<file path="config.mk">
export PLATFORM = sky130hd
export DESIGN_NAME = regfile_writeback_unit
export DESIGN_NICKNAME = d
export VERILOG_FILES = /design/src/rtl/regfile_pkg.sv /design/src/rtl/wb_fifo.sv /design/src/rtl/regfile_writeback_unit.sv
export SDC_FILE = /design/constraint.sdc
export NUM_CORES = 1
export LEC_CHECK = 0
export CAP_MARGIN = 20
export CORE_UTILIZATION = 45
export DETAILED_ROUTE_END_ITERATION = 16
export MAX_ROUTING_LAYER = met4
export PLACE_DENSITY_LB_ADDON = 0.25
export SYNTH_ARGS = -nofsm -noshare
export SYNTH_HDL_FRONTEND = slang
export SYNTH_HIERARCHICAL = 1
export SYNTH_SLANG_ARGS = --single-unit
</file>
<file path="constraint.sdc">
create_clock -name clk -period 5.66 [get_ports clk]
set_clock_uncertainty 0.2 [all_clocks]
set_input_delay 0.566 -clock clk [delete_from_list [all_inputs] [get_ports clk]]
set_output_delay 0.566 -clock clk [all_outputs]
set_load 0.02 [all_outputs]
</file>
<file path="src/rtl/regfile_pkg.sv">
// ============================================================================
// Package : regfile_pkg
// Shared widths and the late-result entry type for the register-file writer.
// Rev     : 1.0
// ============================================================================
`default_nettype none

package regfile_pkg;

  localparam int XLEN       = 32;
  localparam int REG_ADDR_W = 5;
  localparam int NUM_REGS   = 32;

  typedef struct packed {
    logic [REG_ADDR_W-1:0] waddr;
    logic [XLEN-1:0]       wdata;
  } wb_entry_t;

endpackage

`default_nettype wire

</file>
<file path="src/rtl/wb_fifo.sv">
// ============================================================================
// Module : wb_fifo
// Circular buffer of late write-back results with per-entry valid flags.
// Rev    : 1.0
// ============================================================================
`default_nettype none

module wb_fifo
  import regfile_pkg::*;
#(
  parameter int DEPTH = 4,
  localparam int AW   = $clog2(DEPTH)
) (
  input  logic                                clk,
  input  logic                                reset,
  input  logic                                push,
  input  wb_entry_t                           push_entry,
  input  logic                                pop,
  output logic                                full,
  output logic                                empty,
  output logic [AW:0]                         count,
  output wb_entry_t                           head,
  output logic [DEPTH-1:0]                    valid,
  output logic [DEPTH-1:0][REG_ADDR_W-1:0]    entry_waddr
);

  localparam logic [AW:0] C_DEPTH = (AW+1)'(DEPTH);

  wb_entry_t   r_mem [DEPTH];
  logic [AW:0] r_wr_ptr;
  logic [AW:0] r_rd_ptr;

  assign count = r_wr_ptr - r_rd_ptr;
  assign full  = (count == C_DEPTH);
  assign empty = (r_wr_ptr == r_rd_ptr);
  assign head  = r_mem[r_rd_ptr[AW-1:0]];

  always_ff @(posedge clk or negedge reset) begin
    if (!reset) begin
      r_wr_ptr <= '0;
      r_rd_ptr <= '0;
    end else begin
      if (push) r_wr_ptr <= r_wr_ptr + 1'b1;
      if (pop)  r_rd_ptr <= r_rd_ptr + 1'b1;
    end
  end

  // Storage needs no reset: occupancy is tracked solely by the pointers.
  always_ff @(posedge clk) begin
    if (push) r_mem[r_wr_ptr[AW-1:0]] <= push_entry;
  end

  // An entry is live when its distance from the read pointer is below count.
  generate
    for (genvar gi = 0; gi < DEPTH; gi++) begin : g_entry
      logic [AW-1:0] w_offs;
      assign w_offs          = AW'(gi) - r_rd_ptr[AW-1:0];
      assign valid[gi]       = ({1'b0, w_offs} < count);
      assign entry_waddr[gi] = r_mem[gi].waddr;
    end
  endgenerate

endmodule

`default_nettype wire

</file>
<file path="src/rtl/regfile_writeback_unit.sv">
// ============================================================================
// Module : regfile_writeback_unit
// Merges pipeline and late results onto the single register-file write port.
// Rev    : 1.0
// ============================================================================
`default_nettype none

module regfile_writeback_unit
  import regfile_pkg::*;
#(
  parameter int XLEN  = 32,
  parameter int DEPTH = 4
) (
  input  logic                  clk,
  input  logic                  reset,
  input  logic                  pipe_wr,
  input  logic [REG_ADDR_W-1:0] pipe_waddr,
  input  logic [XLEN-1:0]       pipe_wdata,
  output logic                  pipe_stall,
  input  logic                  lsu_valid,
  output logic                  lsu_ready,
  input  logic [REG_ADDR_W-1:0] lsu_waddr,
  input  logic [XLEN-1:0]       lsu_wdata,
  input  logic [REG_ADDR_W-1:0] raddr1,
  input  logic [REG_ADDR_W-1:0] raddr2,
  output logic                  busy1,
  output logic                  busy2,
  output logic                  reg_wr,
  output logic [REG_ADDR_W-1:0] waddr,
  output logic [XLEN-1:0]       wdata
);

  localparam int          AW      = $clog2(DEPTH);
  localparam logic [AW:0] C_DEPTH = (AW+1)'(DEPTH);

  logic                              w_full;
  logic                              w_empty;
  logic [AW:0]                       w_count;
  wb_entry_t                         w_head;
  wb_entry_t                         w_push_entry;
  logic [DEPTH-1:0]                  w_valid;
  logic [DEPTH-1:0][REG_ADDR_W-1:0]  w_entry_waddr;
  logic [NUM_REGS-1:0]               w_pend;
  logic                              w_push;
  logic                              w_pop;
  logic                              w_pipe_ok;
  logic                              w_load_pipe;

  // Writes to x0 are handshaken but never stored.
  assign lsu_ready    = reset && (w_count < C_DEPTH);
  assign w_push       = lsu_valid && lsu_ready && (lsu_waddr != '0);
  assign w_push_entry = '{waddr: lsu_waddr, wdata: lsu_wdata};

  wb_fifo #(
    .DEPTH (DEPTH)
  ) u_fifo (
    .clk         (clk),
    .reset       (reset),
    .push        (w_push),
    .push_entry  (w_push_entry),
    .pop         (w_pop),
    .full        (w_full),
    .empty       (w_empty),
    .count       (w_count),
    .head        (w_head),
    .valid       (w_valid),
    .entry_waddr (w_entry_waddr)
  );

  always_comb begin
    w_pend = '0;
    for (int i = 0; i < DEPTH; i++) begin
      if (w_valid[i]) w_pend[w_entry_waddr[i]] = 1'b1;
    end
    w_pend[0] = 1'b0;
  end

  // A queued result to the same register, or a full queue, holds the pipeline.
  assign w_pipe_ok   = pipe_wr && (pipe_waddr != '0);
  assign pipe_stall  = w_pipe_ok && (w_pend[pipe_waddr] || w_full);
  assign w_load_pipe = w_pipe_ok && !pipe_stall;
  assign w_pop       = !w_empty && (w_full || !w_load_pipe);

  always_ff @(posedge clk or negedge reset) begin
    if (!reset) begin
      reg_wr <= 1'b0;
      waddr  <= '0;
      wdata  <= '0;
    end else if (w_pop) begin
      reg_wr <= 1'b1;
      waddr  <= w_head.waddr;
      wdata  <= w_head.wdata;
    end else if (w_load_pipe) begin
      reg_wr <= 1'b1;
      waddr  <= pipe_waddr;
      wdata  <= pipe_wdata;
    end else begin
      reg_wr <= 1'b0;
    end
  end

  assign busy1 = (raddr1 != '0) && (w_pend[raddr1] || (reg_wr && (waddr == raddr1)));
  assign busy2 = (raddr2 != '0) && (w_pend[raddr2] || (reg_wr && (waddr == raddr2)));

endmodule

`default_nettype wire

</file>
Yosys cells after proc, flatten, opt, wreduce, memory -nomap -nowiden. Memory sizes are Yosys's and may differ from the RTL's. Cells that the tools add are included.

Reductions and logical operators: 27. $lt $le $gt $ge: 16. Eq/ne operators: 4. Add/sub/neg operators: 7. Muxes and demuxes: 26. Bitwise gates (word level): 3.

Operators by type and width (count): $mux 32 (6); $or 32x32->32 (3); $lt 5x6->1 const B (7); $demux 1 s5 (4); $ge 5x1->1 const B (4); $reduce_bool 5->1 (4); $bmux 1 s5 (3); $logic_and 1x1->1 (15); $lt 2x3->1 (4); $mux 1 (11); $eq 5x5->1 (2); $mux 5 (2); $add 3x1->3 const B (2); $logic_or 1x1->1 (4); $sub 1x2->2 const A (2); $sub 2x2->2 const A (2); $eq 3x3->1 (1); $eq 3x3->1 const B (1); $logic_not 1->1 (3); $lt 3x3->1 const B (1); $sub 3x3->3 (1); $reduce_bool 2->1 (1).

Bits of input ports: 88. Output and inout bits: 42. Bits in registers: 44. RAM bits: 148. Memories kept: 1.

Memory list: u_fifo.r_mem (words 4, width 37, read ports 5, clocked after memory_dff 0, wr ports 1, RTL line wb_fifo.sv:29) `wb_entry_t r_mem [DEPTH];`.

Depth between registers and ports, before layout. An unclocked memory read counts as a cell.

Word-level depth: 22. Gate-level depth with buffers: 21. Depth with buffers taken out: 18.

Modules after synthesis. Netlist, hierarchy kept.

Modules (own cells, without submodules): wb_fifo (area each 6032.0 um^2, instances 1, cells an instance 269, sequential area each 4594.4 um^2); regfile_writeback_unit (area each 4046.4 um^2, instances 1, cells an instance 431, sequential area each 950.9 um^2).

Worst setup path before layout. Ideal clock, no wire load.

Kind: register to output. Start point: register u_fifo.r_rd_ptr[1]. End point: output port busy2. Required time: 4.894 ns. Arrival: 4.236 ns. Path slack: 0.658 ns. Buffers on the path: 2. Cell stages (with the launch flop): 17. Cell sequence: dfrtp_1 > buf_2 > buf_2 > inv_1 > fa_1 > inv_1 > ha_1 > nor2b_1 > o21ai_0 > nand4b_1 > o22ai_1 > nor2_1 > mux4_2 > mux2_2 > nand3_1 > o221ai_1 > a21oi_1.

Elaborated cells on any way between the ends: 20. Those cells by class: 5 x add/sub; 4 x order compare; 6 x mux; 3 x bitwise; 2 x reduce/logical.

RTL lines: from (decl) (RTL line wb_fifo.sv:31) `logic [AW:0] r_rd_ptr;`; from (signal assigned) (RTL line wb_fifo.sv:44) `if (pop) r_rd_ptr <= r_rd_ptr + 1'b1;`; $sub 3x3->3 (RTL line wb_fifo.sv:33) `assign count = r_wr_ptr - r_rd_ptr;`; named net w_count[1] (RTL line regfile_writeback_unit.sv:38) `logic [AW:0] w_count;`; $lt 2x3->1 (RTL line wb_fifo.sv:58) `assign valid[gi] = ({1'b0, w_offs} < count);`; named net w_valid[3] (RTL line regfile_writeback_unit.sv:41) `logic [DEPTH-1:0] w_valid;`; $mux 32 (RTL line regfile_writeback_unit.sv:73) `if (w_valid[i]) w_pend[w_entry_waddr[i]] = 1'b1;`; $bmux 1 s5 (RTL line regfile_writeback_unit.sv:103) `assign busy2 = (raddr2 != '0) && (w_pend[raddr2] || (reg_wr && (waddr == raddr2)));`; $mux 1 (not written as such) (RTL line regfile_writeback_unit.sv:103); $logic_or 1x1->1 (RTL line regfile_writeback_unit.sv:103); $logic_and 1x1->1 (RTL line regfile_writeback_unit.sv:103); to (decl) (RTL line regfile_writeback_unit.sv:27) `output logic busy2,`.

The timed path passes the listed nets, and every way through them passes these cells. The select of a mux whose other input is x is not followed.

Worst setup path in the final report.
Start point: register u_fifo.r_wr_ptr[0]. End point: output port pipe_stall.

Elaborated cells on any way between the ends: 17. Those cells by class: 1 x add/sub; 4 x order compare; 1 x eq/ne; 6 x mux; 3 x bitwise; 2 x reduce/logical.

RTL lines: from (decl) (RTL line wb_fifo.sv:30) `logic [AW:0] r_wr_ptr;`; from (signal assigned) (RTL line wb_fifo.sv:43) `if (push) r_wr_ptr <= r_wr_ptr + 1'b1;`; $sub 3x3->3 (RTL line wb_fifo.sv:33); named net w_count[1] (RTL line regfile_writeback_unit.sv:38); $lt 2x3->1 (RTL line wb_fifo.sv:58); named net w_valid[3] (RTL line regfile_writeback_unit.sv:41); $mux 32 (RTL line regfile_writeback_unit.sv:73); $bmux 1 s5 (RTL line regfile_writeback_unit.sv:80) `assign pipe_stall = w_pipe_ok && (w_pend[pipe_waddr] || w_full);`; $mux 1 (not written as such) (RTL line regfile_writeback_unit.sv:80); $logic_or 1x1->1 (RTL line regfile_writeback_unit.sv:80); $logic_and 1x1->1 (RTL line regfile_writeback_unit.sv:80); to (decl) (RTL line regfile_writeback_unit.sv:19) `output logic pipe_stall,`.

The timed path passes the listed nets, and every way through them passes these cells. The select of a mux whose other input is x is not followed.

==> results.rst <==
.. list-table::
   :header-rows: 1

   * - Metric
     - Value
   * - Critical path's largest stage delay
     - 560 ps
   * - Number of instances in the synthesized netlist
     - 700
   * - Async set-or-reset flop fraction in the synthesized netlist
     - 22.9%
   * - Final max-slew violation count
     - 0
   * - Share of synthesized cell area in and, or, nand and nor gates
     - 10.0%
   * - Fraction of met1 tracks used by global routing
     - 29.9%
   * - Top post-synthesis cells by count
     - 148 x edfxtp_1, 65 x mux2_2, 49 x mux4_2
   * - RSZ-0062 raised after global routing
     - no
   * - Number of clock sinks
     - ~190
   * - Antenna diode count
     - 0
   * - Final number of setup-violating endpoints
     - 0
   * - Number of global-route vias before repair
     - roughly 7000
   * - Synth-to-layout area growth
     - 21.4%
   * - Horizontal extent of the die
     - 152 µm
   * - PwrDens
     - 517 nW/µm²
   * - Dpl hpwl
     - around 18000 µm
   * - Top Family by Delay on Critical Path
     - simple AND/OR/NAND/NOR gates
   * - Cell type with the highest aggregate area in the netlist
     - edfxtp_1
   * - Complex-gate fraction of the synthesized area
     - between 7 and 8%
   * - Cts hold-fix bufs
     - 0
   * - Actual slew at the worst max-slew pin
     - between 1000 and 1500 ps
   * - Number of buffers on the longest clock path
     - 2
   * - Hold crit path type
     - in2async
   * - Synth area leaders
     - edfxtp_1 44%, mux4_2 11%, dfrtp_1 11%
   * - Number of H-tree levels
     - 4
   * - Post-Route Setup TNS
     - 0 ps
   * - Clock root cell
     - clkbuf_16
   * - Number of buffers inserted to repair setup after CTS
     - 0
   * - Residual antenna-violating net count after detailed routing
     - 0
   * - Vias per inst
     - 6.08
   * - Leakage dissipation
     - 4.07 nW
   * - Effective utilization at floorplan
     - 46.0%
   * - All-layer global routing usage
     - 24.1%
   * - DRT Wirelength
     - 25900 µm
   * - Setup slack, reg-to-reg
     - about 760 ps
   * - Area enclosed by the die boundary
     - 23000 µm²
   * - Number of placement rows
     - 54
   * - Fraction of the yosys area taken by sequential cells
     - 55.0%
   * - Result of the run
     - finished clean
   * - Maximum vdd drop
     - 0.315 mV
   * - Most frequent cell after synthesis
     - edfxtp_1
   * - Worst-path maximum fanout
     - 9
   * - Post-synthesis average cell area
     - 14.4 µm²
   * - Routed len/inst
     - 23.6 µm
   * - Time the final worst path needs with I/O delays and setup
     - roughly 5400 ps
   * - Standard cell area after detailed placement
     - about 11000 µm²
   * - Mapped Nets
     - 803
   * - Final design instance area without fill
     - 12200 µm²
   * - NumNets Final
     - 906
   * - Adder-cell area share of the yosys netlist
     - 1.94%
   * - Setup CP Type
     - reg2out
   * - Top flip-flop cell by instance count after synthesis
     - edfxtp_1
   * - GR peak layer
     - met2
   * - End of the worst register-to-register path
     - wdata[26]$_DFFE_PN0P_
   * - Arrival time reported for the critical path endpoint
     - 4630 ps
   * - Final core utilization
     - 55.9%
   * - Master of the slowest instance on the critical path
     - or4_1
   * - Met3 capacity usage during global routing
     - 5.51%
   * - F_max
     - about 190 MHz
   * - Buffers plus inverters on the worst setup path
     - 5
   * - Number of warnings reported in the yosys synthesis log
     - 6
   * - Crit start category
     - register
   * - Number of buffers added on ports
     - 129
   * - # IOs
     - between 100 and 150
   * - Library cells used by synthesis
     - 60
   * - Global-route met2 utilization
     - 37.8%
   * - Synthesized-area fraction occupied by xor and xnor cells
     - 1.54%
   * - Total iterations of the first detailed-routing run
     - 5
   * - Worst reg2reg path depth
     - 18
   * - Worst Setup End Kind
     - output pin
   * - Flip-flop and latch count after synthesis
     - 192
   * - CTS tree
     - done
   * - Initial DRC count
     - around 490
   * - Clock buffers created by TritonCTS
     - 17
   * - Number of maximum-capacitance constraint violations
     - 0
   * - Largest family of logic cells by synthesized area
     - multiplexers
   * - Maximum number of pins on one net before global-route repair
     - between 40 and 50
   * - Area fraction of the dominant cell type after synthesis
     - 44.1%
   * - Worst relative slew slack
     - 27.4%
   * - Area of the mapped netlist
     - 10100 µm²
   * - DRC violation count after routing
     - 0
   * - Startpoint of the worst-slack reg-to-reg timing path
     - u_fifo/r_wr_ptr[0]$_DFFE_PN0P_
   * - Count of flip-flops with a built-in enable after synthesis
     - roughly 150
   * - Critical Path RT
     - roughly 5000 ps
   * - Grt ovf
     - 0
   * - Insertion delay to the later sink of the worst-skew pair
     - 430 ps
   * - Final cycle utilization of the critical path
     - a little over nine tenths
   * - Cell with the most instances on the worst path
     - inv_1
   * - Placer congestion estimate
     - 0.959
   * - Mux share of post-synthesis cell area
     - 19.9%
   * - Share of post-route cells with drive strength above 1
     - approximately 26%
   * - Post-CTS clock slew at the launch and capture registers of the worst setup and hold paths
     - 70 ps
   * - Via count of the routed design
     - between 6000 and 7000
   * - Initial antenna violation count
     - 0
   * - Chip Height
     - 152 µm
   * - Number of fillers in the final layout
     - 1774
   * - Core area
     - between 20000 and 25000 µm²
   * - Critical path cell sequence
     - inv_1, ha_1, inv_1, fa_1, inv_1, ha_1, nor2b_1, o21ai_0, buf_4, nor4b_4, a22oi_1, nand3_1, a2111oi_0, or4_1, o21ai_2, nor3_1, nor2_1, clkdlybuf4s15_1
   * - Global-route wire length before repair
     - 39100 µm
   * - Hold Fails Final Rpt
     - 0
==> final cells by class <==
type                    instances  area [µm²]  area share (%)
multi-input cells             433        4290            35.1
clock inverters                14         173            1.41
flip-flops and latches        192        5550            45.3
well taps                     280         350            2.86
repair buffers                141        1380            11.3
clock buffers                  18         429            3.51
inverters                      18        67.6           0.552
==> cells in the final DEF (no fill, tap or decap), types with 10 or more instances in the layout <==
cell | synthesis | layout
a21oi_1 | 12 | 12
buf_4 | 22 | 11
clkbuf_16 | 0 | 17
clkdlybuf4s50_1 | 0 | 125
dfrtp_1 | 44 | 42
edfxtp_1 | 148 | 148
ha_1 | 14 | 14
inv_1 | 17 | 17
mux2_2 | 65 | 65
mux4_2 | 49 | 49
nand2_1 | 26 | 26
nand2b_1 | 12 | 12
nand4b_1 | 12 | 12
nor2_1 | 34 | 30
nor2b_1 | 10 | 10
nor3_1 | 15 | 15
o21ai_0 | 12 | 11
o22ai_1 | 48 | 32
o22ai_2 | 1 | 17
xor2_1 | 12 | 12
==> worst reg2reg max path: stages (launching register included) <==
cell       delay (ps)
dfrtp_1           440
inv_1             150
ha_1              170
inv_1              50
fa_1              490
inv_1             110
ha_1              300
nor2b_1           130
o21ai_0            90
buf_4             200
nand4bb_1         200
o22ai_1           120
nor2_1            350
o221ai_1          210
o221ai_1          240
a21boi_2          130
nor4_4            320
buf_4             470
mux2_2            440
==> registers in the layout, indices dropped and copies added (netlist names) <==
name             cells
u_fifo/r_mem       148
wdata               32
waddr                5
u_fifo/r_rd_ptr      3
u_fifo/r_wr_ptr      3
reg_wr               1
==> timing repair <==
| action | 4_1_cts | 5_1_grt |
|---|---|---|
| pin swaps | 1 | 0 |
| gates resized for setup | 19 | 14 |
| endpoints found under the setup margin | 3 | 3 |
==> cell families after synthesis <==
group | after synthesis
AO/OA/AOI/OAI | 112
XOR/XNOR | 16
adder cells (fa/ha/maj) | 15
buffers and inverters | 75
flip-flops | 192
multiplexers | 128
AND/OR/NAND/NOR | 162
==> per-layer routing <==
| layer | wire (µm) | up-vias |
|---|---|---|
| met5 | 0 | - |
| met2 | 12500 | 264 |
| met1 | 10800 | 3369 |
| met3 | 1680 | 46 |
| met4 | 873 | 0 |
| li1 | - | 2984 |
==> report_power, final <==
| part | total [mW] | switching (mW) | internal, mW |
|---|---|---|---|
| combinational | 3.09 | 1.56 | 1.53 |
| sequential | 2.01 | 0.179 | 1.84 |
| clock | 1.21 | 0.548 | 0.667 |
==> how the worst max path moves through the flow <==
stage                                        start         end  slack [ps]  cells past startpoint
global placement    u_fifo/r_wr_ptr[0]$_DFFE_PN0P_  pipe_stall         440                     18
floorplan           u_fifo/r_rd_ptr[1]$_DFFE_PN0P_       busy2         660                     16
detailed placement  u_fifo/r_wr_ptr[0]$_DFFE_PN0P_  pipe_stall         370                     18
finish              u_fifo/r_wr_ptr[0]$_DFFE_PN0P_  pipe_stall         260                     18
CTS                 u_fifo/r_wr_ptr[0]$_DFFE_PN0P_       busy2         190                     18
global route        u_fifo/r_wr_ptr[0]$_DFFE_PN0P_  pipe_stall           9                     18
==> metrics by stage <==
stage / setup WS [ps] / total power [mW] / hold WS (ps) / instances
finish: 264 / 6.32 / 129 / 1096
global route: 8.96 / 6.66 / 158 / 1096
CTS: 187 / 6.35 / 156 / 1095
detailed placement: 366 / 5.07 / 322 / 1063
global placement: 444 / 5.00 / 320 / 1063
floorplan: 658 / 4.08 / 70.4 / 700
No activity file was read; power rests on OpenSTA's default activity.
